===== src/rtl/bitonic_pkg.sv =====
// Shared types and defaults for the bitonic frame sorter: FSM state encoding,
// default geometry and the padding value used to fill short frames.
package bitonic_pkg;

  typedef enum logic [1:0] {
    LOAD   = 2'd0,
    SORT   = 2'd1,
    UNLOAD = 2'd2
  } state_t;

  localparam int DEF_WIDTH       = 8;
  localparam int DEF_INDEX       = 8;
  localparam int DEF_INDEX_WIDTH = 3;
  localparam int DEF_NET_LAT     = 3;

  // All-ones of the given width; sorts after every real value so padding
  // collects at the top of the ascending result.
  function automatic logic [63:0] pad_value(input int width);
    return {64{1'b1}} >> (64 - width);
  endfunction

endpackage


===== src/rtl/bitonic_sort_ctrl_net.sv =====
// Registered bitonic sorting network: each register stage applies one merge
// phase; surplus phases fold into the last stage, surplus stages just delay.
module bitonic_net #(
  parameter int WIDTH       = 8,
  parameter int INDEX       = 8,
  parameter int INDEX_WIDTH = 3,
  parameter int NET_LAT     = 3
) (
  input  logic                   clk,
  input  logic [INDEX*WIDTH-1:0] in_data,
  output logic [INDEX*WIDTH-1:0] out_data
);

  localparam int VW = INDEX * WIDTH;

  logic [VW-1:0] stage_q [NET_LAT];

  function automatic logic [VW-1:0] apply_phases(input logic [VW-1:0] v,
                                                 input int lo, input int hi);
    logic [WIDTH-1:0] a [INDEX];
    logic [WIDTH-1:0] t;
    logic [VW-1:0]    r;
    int               l;
    int               k;
    for (int i = 0; i < INDEX; i++) a[i] = v[i*WIDTH +: WIDTH];
    for (int p = 1; p <= INDEX_WIDTH; p++) begin
      if (p >= lo && p <= hi) begin
        k = 1 << p;
        for (int j = k / 2; j > 0; j = j / 2) begin
          for (int i = 0; i < INDEX; i++) begin
            l = i ^ j;
            if (l > i && (((i & k) == 0) ? (a[i] > a[l]) : (a[i] < a[l]))) begin
              t    = a[i];
              a[i] = a[l];
              a[l] = t;
            end
          end
        end
      end
    end
    r = '0;
    for (int i = 0; i < INDEX; i++) r[i*WIDTH +: WIDTH] = a[i];
    return r;
  endfunction

  for (genvar s = 0; s < NET_LAT; s++) begin : g_stage
    localparam int LO = s + 1;
    localparam int HI = (s == NET_LAT - 1) ? INDEX_WIDTH : s + 1;
    logic [VW-1:0] stage_in;
    if (s == 0) begin : g_first
      assign stage_in = in_data;
    end else begin : g_next
      assign stage_in = stage_q[s-1];
    end
    // NOTE: pure data pipeline with no reset; the controller only samples it
    // after NET_LAT cycles of stable input, which flushes any stale content.
    always_ff @(posedge clk) stage_q[s] <= apply_phases(stage_in, LO, HI);
  end

  assign out_data = stage_q[NET_LAT-1];

endmodule


===== src/rtl/bitonic_sort_ctrl.sv =====
// Frame sorter: loads up to INDEX elements, pads the rest, sorts them through
// the registered bitonic network and streams the real elements out ascending.
module bitonic_sort_ctrl
  import bitonic_pkg::*;
#(
  parameter int WIDTH       = DEF_WIDTH,
  parameter int INDEX       = DEF_INDEX,
  parameter int INDEX_WIDTH = DEF_INDEX_WIDTH,
  parameter int NET_LAT     = DEF_NET_LAT
) (
  input  logic             clk,
  input  logic             rst,
  input  logic             in_valid,
  output logic             in_ready,
  input  logic [WIDTH-1:0] in_data,
  input  logic             in_last,
  output logic             out_valid,
  input  logic             out_ready,
  output logic [WIDTH-1:0] out_data,
  output logic             out_last,
  output logic             busy
);

  localparam int                   LAT_W = (NET_LAT < 1) ? 1 : $clog2(NET_LAT + 1);
  localparam logic [WIDTH-1:0]     PAD   = WIDTH'(pad_value(WIDTH));
  localparam logic [INDEX_WIDTH:0] ONE_N = (INDEX_WIDTH + 1)'(1);

  state_t                 state, state_nxt;
  logic [WIDTH-1:0]       frame_buf [INDEX];
  logic [INDEX_WIDTH-1:0] wr_cnt, rd_cnt;
  logic [INDEX_WIDTH:0]   n;
  logic [LAT_W-1:0]       lat_cnt;
  logic [INDEX*WIDTH-1:0] net_in, net_out;
  logic                   in_fire, out_fire, frame_end, sort_done, unload_done;

  assign in_fire     = in_valid && in_ready;
  assign out_fire    = out_valid && out_ready;
  assign frame_end   = in_fire && (in_last || wr_cnt == INDEX_WIDTH'(INDEX - 1));
  assign sort_done   = (state == SORT) && (lat_cnt == LAT_W'(NET_LAT));
  assign unload_done = out_fire && out_last;

  // NOTE: sequential state uses <= so every register samples pre-edge values.
  always_ff @(posedge clk) begin
    if (rst) state <= LOAD;
    else     state <= state_nxt;
  end

  always_comb begin
    // NOTE: default assignment first keeps this block free of inferred latches.
    state_nxt = state;
    case (state)
      LOAD:    if (frame_end)   state_nxt = SORT;
      SORT:    if (sort_done)   state_nxt = UNLOAD;
      UNLOAD:  if (unload_done) state_nxt = LOAD;
      default: state_nxt = LOAD;
    endcase
  end

  // Outputs are forced low combinationally while reset is held.
  always_comb begin
    in_ready  = 1'b0;
    out_valid = 1'b0;
    out_data  = '0;
    out_last  = 1'b0;
    busy      = 1'b0;
    if (!rst) begin
      in_ready  = (state == LOAD);
      out_valid = (state == UNLOAD);
      busy      = (state != LOAD) || (wr_cnt != '0);
      if (state == UNLOAD) begin
        out_data = frame_buf[rd_cnt];
        out_last = ({1'b0, rd_cnt} == n - ONE_N);
      end
    end
  end

  always_ff @(posedge clk) begin
    if (rst) begin
      wr_cnt  <= '0;
      rd_cnt  <= '0;
      lat_cnt <= '0;
      n       <= '0;
      for (int i = 0; i < INDEX; i++) frame_buf[i] <= '0;
    end else begin
      case (state)
        LOAD: begin
          if (in_fire) begin
            frame_buf[wr_cnt] <= in_data;
            wr_cnt            <= wr_cnt + INDEX_WIDTH'(1);
          end
          if (frame_end) begin
            n       <= {1'b0, wr_cnt} + ONE_N;
            lat_cnt <= '0;
            for (int i = 0; i < INDEX; i++)
              if (i > int'(wr_cnt)) frame_buf[i] <= PAD;
          end
        end
        SORT: begin
          if (sort_done) begin
            lat_cnt <= '0;
            for (int i = 0; i < INDEX; i++) frame_buf[i] <= net_out[i*WIDTH +: WIDTH];
          end else begin
            lat_cnt <= lat_cnt + LAT_W'(1);
          end
        end
        UNLOAD: begin
          if (out_fire) begin
            if (out_last) begin
              rd_cnt <= '0;
              wr_cnt <= '0;
            end else begin
              rd_cnt <= rd_cnt + INDEX_WIDTH'(1);
            end
          end
        end
        default: ;
      endcase
    end
  end

  always_comb begin
    net_in = '0;
    for (int i = 0; i < INDEX; i++) net_in[i*WIDTH +: WIDTH] = frame_buf[i];
  end

  bitonic_net #(
    .WIDTH       (WIDTH),
    .INDEX       (INDEX),
    .INDEX_WIDTH (INDEX_WIDTH),
    .NET_LAT     (NET_LAT)
  ) u_net (
    .clk      (clk),
    .in_data  (net_in),
    .out_data (net_out)
  );

endmodule


===== config.mk =====
export PLATFORM = sky130hd
export DESIGN_NAME = bitonic_sort_ctrl
export DESIGN_NICKNAME = d
export VERILOG_FILES = /design/src/rtl/bitonic_pkg.sv /design/src/rtl/bitonic_sort_ctrl_net.sv /design/src/rtl/bitonic_sort_ctrl.sv
export SDC_FILE = /design/constraint.sdc
export NUM_CORES = 1
export LEC_CHECK = 0
export BUFFER_PORTS_ARGS = -buffer_cell sky130_fd_sc_hd__buf_4
export CORE_MARGIN = 4
export CORE_UTILIZATION = 50
export DETAILED_ROUTE_END_ITERATION = 10
export PLACE_DENSITY = 0.66
export SYNTH_ARGS = -nofsm -noshare
export SYNTH_HDL_FRONTEND = slang
export SYNTH_SLANG_ARGS = --single-unit

===== constraint.sdc =====
create_clock -name clk -period 13.67 [get_ports clk]
set_clock_uncertainty 0.2 [all_clocks]
set_input_delay 3.4175 -clock clk [delete_from_list [all_inputs] [get_ports clk]]
set_output_delay 3.4175 -clock clk [all_outputs]
set_load 0.1 [all_outputs]

# Word level (Yosys, flattened, before mapping)
# Memories as Yosys holds them, arrays and structs flattened. A register that Yosys moved wholly into a read port is not among the register bits.
# Cells that the tools add are included.
# W data, S select, Z words.
op_classes:
  addsub: 5
  order_cmp: 31
  eq_ne: 11
  mux: 120
  n_bitwise: 15
  n_reduce_logical: 18
op_table:
  columns: ["op", "n"]
  rows:
  - ["$mux W8", 42]
  - ["$mux W16", 12]
  - ["$gt A8 B8 Y1", 18]
  - ["$mux W1", 51]
  - ["$lt A8 B8 Y1", 6]
  - ["$mux W3", 7]
  - ["$or A1 B1 Y1", 15]
  - ["$gt A3 B3 Y1 const A", 4]
  - ["$ne A2 B2 Y1 const B", 6]
  - ["$mux W2", 5]
  - ["$reduce_or A8 Y1", 1]
  - ["$add A3 B1 Y3 const B", 2]
  - ["$gt A2 B3 Y1 const A", 2]
  - ["$pmux W2 S3", 1]
  - ["$pmux W3 S2", 1]
  - ["$reduce_and A2 Y1", 3]
  - ["$reduce_bool A2 Y1", 3]
  - ["$logic_and A1 B1 Y1", 5]
  - ["$add A3 B1 Y4 const B", 1]
  - ["$eq A2 B2 Y1 const B", 2]
  - ["$eq A3 B4 Y1", 1]
  - ["$pmux W2 S2", 1]
  - ["$reduce_and A4 Y1", 1]
  - ["$sub A4 B1 Y4 const B", 1]
  - ["8 further kinds", 9]
totals:
  reg_bits: 14
  ramBits: 256
  inputBits: 13
  out_inout_bits: 12
  elab_cells: 207
  memories: 2
mem_list:
  columns: ["memory", "depth", "width", "rd", "rd_clocked_by_memory_dff", "wr", "line", "source"]
  rows:
  - ["u_net.stage_q", 3, 64, 3, 0, 3, "bitonic_sort_ctrl_net.sv:16", "logic [VW-1:0] stage_q [NET_LAT];"]
  - ["frame_buf", 8, 8, 9, 1, 8, "bitonic_sort_ctrl.sv:29", "logic [WIDTH-1:0] frame_buf [INDEX];"]

# Depth between registers and ports, before layout
# Gate-level depths: netlist of the first run.
depth:
  depth_word: 10
  mapped_depth: 30
  mapped_depth_nobuf: 26

# Hierarchy
# From an unflattened synthesis of the first run, not the netlist that was laid out.
hier_totals:
  cells_unflattened: 1794
  area_unflattened_um2: 17361.7
by_module_without_submodules:
  columns: ["mod", "instances", "cells_per_inst", "area_each_um2", "seq_area_each_um2"]
  rows:
  - ["bitonic_net", 1, 1373, 12907.4, 3843.7]
  - ["bitonic_sort_ctrl", 1, 421, 4454.3, 2262.2]

# Worst setup path before layout of the first run
# OpenSTA, ideal clock, no wires.
synth_timing:
  path_kind: "in2out"
  startpoint: "input rst"
  endpoint: "output out_last"
  arrival_time_ns: 6.476
  required_time_ns: 10.052
  slack_ns: 3.577
  stages: 5
  path_buffers: 0
  path_cell_list: "nor2_1 -> nand2_1 -> inv_2 -> o211ai_1 -> a2111oi_2"
synth_between:
  elab_chain_len: 1
synth_rtl:
  columns: ["item", "line", "source"]
  rows:
  - ["from (decl)", "bitonic_sort_ctrl.sv:12", "input logic rst,"]
  - ["$mux W1", "bitonic_sort_ctrl.sv:66", "if (!rst) begin"]
  - ["to (decl)", "bitonic_sort_ctrl.sv:20", "output logic out_last,"]
# Every way passes these cells.

# Worst setup path in the final report of the first run
# Same ends and word-level chain as after synthesis.

==> flow_summary.yaml, run 1 <==
outcome:
  outcome: "completed"
routing:
  avgRoutedWirePerCell_um: 21.2
  viasPerCell: 5.82
  dr.first_iter.drc_count: 1047
  drt_pass1_iterations: 5
  drt-total-wl_um: 47000
  drt_drc_violations_left: 0
  drtAntennaViolNets: 0
  dr_total_vias: 12900
logic_synthesis:
  seq_area_frac_synth_pct: 35.6
  yosys.area.top_type: "dfxtp_1"
  yosysWarnings: 0
  syn_avg_cell_area_um2: 9.85
  synth_area_leaders: "dfxtp_1 (24%), ha_1 (14%), mux2i_1 (13%)"
  synth_cells: 1740
  synth.cell_area_um2: 17100
  synth.most_common_cell: "mux2i_1"
  synth.top_cell.area_share_pct: 24.4
  synth_cell_type_count: 65
  synthesis.nets: 1942
  synth_flop_cell: "dfxtp_1"
  synth_edf_count: 64
  synthTopCellsByCount: "mux2i_1 (229), dfxtp_1 (209), inv_1 (195)"
  synth_seq_cells: 273
  async_reset_ff_share_pct: 0
worst_setup_path:
  crit_top_cell: "buf_4"
  crit_fanout: 20
  setup.worst_path.class: "in2out"
  crit_required_ps: 10050
  worstSetupPathDepth: 7
  worst-r2r-cell-count: 27
  cp_cell_sequence: "buf_4 > nor2_1 > nand2_1 > inv_2 > o211ai_1 > a2111oi_2 > buf_4"
  arrival_ps: 5240
  critical_path.endpoint_type: "primary output"
  cp_top_family: "compound AO/OA/AOI/OAI gates"
  cpPeakStageDelay_ps: 680
  crit_slowest_cell: "a2111oi_2"
  cp-startpoint: "rst"
  crit_buf_inv: 3
  r2r-start: "u_net.stage_q[0][105]"
  setup.worst_path.start_class: "input pin"
clocking:
  worstSkewPairLatency_ps: 550
  cts_resized: 0
  clock_sinks: 273
  cts_root_buf: "clkbuf_16"
  cts_tree: "yes"
  htree_num_levels: 1
  cts_buffer_depth: 3
  clk_pin_slew_ps: 60
  cts_hold_buf: 0
  numCtsBuffers: 28
  post_cts_buffers: 0
timing:
  slew_violations: 0
  slew_headroom_pct: 14.1
  rsz0062_at_grt: "no"
  setup_tns_ps: 0
  fmax_mhz: 113
  period_share_pct: 64.8
  finalHoldViolCount: 0
  setup_violations: 0
  tightest_slew_ps: 1280
  fin_ws_ps: 4820
  fin_crit_ps: 8850
die:
  start_util_pct: 50.9
  die_area_um2: 37300
  ioPinCount: 25
  die_y_um: 193
  num_rows: 67
  placeableCoreArea_um2: 33700
  chipWidth_um: 193
global_routing:
  grt_max_degree: 41
  grt_pass1_vias: 12400
  grt_remaining_overflow: 0
  track_usage_pct: 25.1
  grt_pass1_wl_um: 71200
  antenna_found_initial: 0
worst_hold_path:
  hp-start: "n[3]"
  min_path_cells: 2
  hold_path.class: "reg2reg"
finish:
  drive_gt1_share_pct: 13.1
  regArea_um2: 6110
  n_antenna_cell: 0
  multiInputGateArea_um2: 10000
  area_growth_pct: 8.52
  fillCellCount: 2976
  postLayoutCoreUtil_pct: 55.2
  nets: 1945
placed_design:
  hpwl_um: 37600
  pre_cts_ws_ps: 4850
  gp_congestion: 0.904
  portBuffers: 24
flow_run:
  drv_cap: 0
final timing paths:
| path | to | slack, ps |
|---|---|---|
| max reg2reg | u_net.stage_q[0][181] | 6320 |
| min reg2reg | n[3] | 280 |
| min | n[3] | 280 |
| max | out_last | 4820 |
worst min-delay path: cells and delay by family, from the launching register on:
kind / cells / cell delay [ps]
flops: 1 / 320
compound gates: 1 / 50
simple gates: 1 / 60
stage by stage:
stage                     area, um2  hold slack, ps  std cells
after floorplan               17100             248       1740
after global placement        17700             260       2161
after detailed placement      17700             268       2161
after CTS                     18600             277       2213
after global routing          18600             307       2213
final                         18600             278       2213
placed cells by master (no fill, tap or decap), types with 9 or more instances in the layout:
cell type / netlist / routed
mux2i_1: 229 / 229
dfxtp_1: 209 / 209
inv_1: 195 / 195
ha_1: 189 / 189
nor2_1: 122 / 121
a21oi_1: 122 / 120
mux2_2: 99 / 99
nand2_1: 89 / 89
edfxtp_1: 64 / 64
o21ai_0: 40 / 39
buf_4: 1 / 38
a21o_1: 31 / 31
clkbuf_16: 0 / 29
nand3_1: 26 / 26
nand2b_1: 25 / 25
nand4_1: 22 / 22
nor2b_1: 16 / 16
mux4_2: 16 / 16
o221a_2: 16 / 16
nor3_1: 15 / 15
mux2_1: 15 / 15
o21a_1: 14 / 14
a211oi_1: 14 / 14
a22o_1: 11 / 11
and3_1: 10 / 10
a22oi_1: 10 / 10
o211ai_1: 9 / 9
logic make-up after synthesis:
kind of cell	Yosys count	share of synthesized area [%]
compound gates	304	11.8
xor+xnor	4	0.204
fa+ha+maj	189	13.8
buf+inv	262	5.96
flops	273	35.6
mux	361	23.2
simple gates	347	9.44
flip-flops by register name (all words and copies together) (netlist names), named ones only:
name / count
wr_cnt: 3
state: 2
n: 4
rd_cnt: 3
u_net.stage_q: 192
frame_buf: 64
lat_cnt: 2
per-layer routing:
metal  wire length [um]  global-route usage (%)  part of all wire, %  vias to the layer above
li1                   -                       -                    -                     6223
met1              21500                    35.6                   46                     6227
met2              21500                    40.7                   46                      370
met3               2810                    2.95                  6.0                       55
met4               1250                    7.14                  2.7                        0
met5                  0                       0                    0                        -
area by class of cell:
| type | instances | share of cell area, % |
|---|---|---|
| multi-input cells | 1205 | 53.9 |
| clock buffers | 36 | 4.26 |
| repair buffers | 38 | 1.53 |
| well taps | 448 | 3.01 |
| inverters | 197 | 3.97 |
| clock inverters | 16 | 0.518 |
| flip-flops and latches | 273 | 32.8 |
Power of run 1 is not shown: default switching activity piles up to over one toggle a cycle in this logic, so the estimate is an artifact.
==> run 2, diff against run 1 <==
--- a/config.mk
+++ b/config.mk
@@ -9,7 +9,7 @@
 export CORE_MARGIN = 4
 export CORE_UTILIZATION = 50
 export DETAILED_ROUTE_END_ITERATION = 10
-export PLACE_DENSITY = 0.66
+export PLACE_DENSITY = 0.68
 export SYNTH_ARGS = -nofsm -noshare
 export SYNTH_HDL_FRONTEND = slang
 export SYNTH_SLANG_ARGS = --single-unit
==> constraint.sdc (replaced) <==
create_clock -name clk -period 7.5 [get_ports clk]
set_clock_uncertainty 0.2 [all_clocks]
set_input_delay 1.875 -clock clk [delete_from_list [all_inputs] [get_ports clk]]
set_output_delay 1.875 -clock clk [all_outputs]
set_load 0.1 [all_outputs]
==> flow_summary.yaml, run 2 (synthesis results as in run 1) <==
outcome:
  outcome: "completed"
global_routing:
  antenna_found_initial: 1
  grt_remaining_overflow: 0
  grt_pass1_vias: 12600
  grt_pass1_wl_um: 72700
  track_usage_pct: 25.5
  grt_max_degree: 41
routing:
  wl_met3_um: 3320
  topRoutingLayerUsed: "met4"
  drtAntennaViolNets: 0
  avgRoutedWirePerCell_um: 21.6
  viasPerCell: 5.88
  drt-total-wl_um: 47900
  dr_wl_met2_um: 21600
  drt_pass1_iterations: 6
  wl_met1_um: 21500
  dr.first_iter.drc_count: 921
  drt_drc_violations_left: 0
  dr_total_vias: 13000
worst_setup_path:
  crit_required_ps: 7730
  critical_path.endpoint_type: "flop"
  crit_fanout: 16
  setup.worst_path.class: "reg2reg"
  setup.worst_path.start_class: "flop"
  arrival_ps: 6990
die:
  chipWidth_um: 193
  die_y_um: 193
  ioPinCount: 25
  die_area_um2: 37300
  placeableCoreArea_um2: 33700
  start_util_pct: 50.9
  num_rows: 67
finish:
  n_antenna_cell: 0
  largest_register: "u_net.stage_q"
  mostFrequentLayoutCell: "mux2i_1"
  reg_top3: "u_net.stage_q x192, frame_buf x64, n x4"
  drive_gt1_share_pct: 13.3
  area_growth_pct: 9.38
  largest_reg_flops: 192
  nets: 1945
  final_cell_mix: "mux2i_1 (229), dfxtp_1 (209), inv_1 (195), ha_1 (189), nor2_1 (121)"
placed_design:
  hpwl_um: 37900
  gp_congestion: 0.960
  portBuffers: 24
clocking:
  post_cts_buffers: 0
  htree_num_levels: 1
  cts_tree: "yes"
  cts_hold_buf: 0
  cts_resized: 0
  worstSkewPairLatency_ps: 560
  clk_pin_slew_ps: 70
  clock_sinks: 273
  cts_buffer_depth: 3
  cts_root_buf: "clkbuf_16"
  numCtsBuffers: 29
timing:
  finalHoldViolCount: 0
  setup_violations: 0
  fin_crit_ps: 6760
  rsz0062_at_grt: "no"
  tightest_slew_ps: 1230
  slew_violations: 0
  period_share_pct: 90.1
  slew_headroom_pct: 17.5
  fmax_mhz: 148
  setup_tns_ps: 0
flow_run:
  drv_cap: 0
worst_hold_path:
  hold_path.class: "reg2reg"
run 2: cell count changes in the layout (fill, tap and decap cells not counted), sizes merged:
cell | previous run | this run
clkinv | 11 | 7
bufinv | 0 | 3
clkbuf | 36 | 41
clkinvlp | 3 | 1
buf | 38 | 37
run 2: metal layers:
layer / vias up / track usage (%)
li1: 6231 / -
met1: 6274 / 35.2
met2: 431 / 41.2
met3: 90 / 4.36
met4: 0 / 8.06
met5: - / 0
run 2: worst max-delay path: stages, from the launching register on:
cell      delay [ps]
dfxtp_1          340
inv_1             70
ha_1             280
nor2b_1          130
o211ai_1         210
a21oi_1          140
o21ai_1          660
mux2i_1          390
ha_1             310
a21o_1           180
a21o_1           170
a211oi_1         350
o31ai_1          190
a21oi_4          550
mux2i_1          520
inv_1             90
ha_1             300
nor2b_1          130
o21a_1           150
o21ai_0          150
nand2b_1          70
a21oi_1          160
nor2_1            50
a211oi_1         210
a21oi_1           60
buf_4            210
mux2_1           340
run 2: path summary, 6_finish.rpt:
path | start | end | slack [ps] | cells after the start
setup / recovery | u_net.stage_q[0][121] | u_net.stage_q[0][181] | 740 | 26
hold / removal | n[3] | n[3] | 270 | 2
setup reg to reg | u_net.stage_q[0][121] | u_net.stage_q[0][181] | 740 | 26
hold reg to reg | n[3] | n[3] | 270 | 2
run 2: cell type report:
| class | count | area, um2 |
|---|---|---|
| Clock inverter | 13 | 158 |
| Timing Repair Buffer | 37 | 278 |
| Inverter | 197 | 739 |
| Tap cell | 448 | 561 |
| Multi-Input combinational cell | 1205 | 10000 |
| Clock buffer | 41 | 885 |
| Sequential cell | 273 | 6110 |
| Fill cell | 2986 | 14900 |
run 2: stage by stage:
| step | instance area [um2] | worst slack [ps] | utilization, % | hold WS [ps] | cells |
|---|---|---|---|---|---|
| finish | 18800 | 744 | 55.6 | 272 | 2214 |
| global route | 18800 | 172 | 55.6 | 306 | 2214 |
| CTS | 18800 | 818 | 55.6 | 274 | 2214 |
| detailed placement | 17700 | 823 | 52.6 | 264 | 2160 |
| global placement | 17700 | 967 | 52.6 | 262 | 2160 |
| floorplan | 17100 | 492 | - | 248 | 1740 |
Power of run 2 is left out for the same reason.
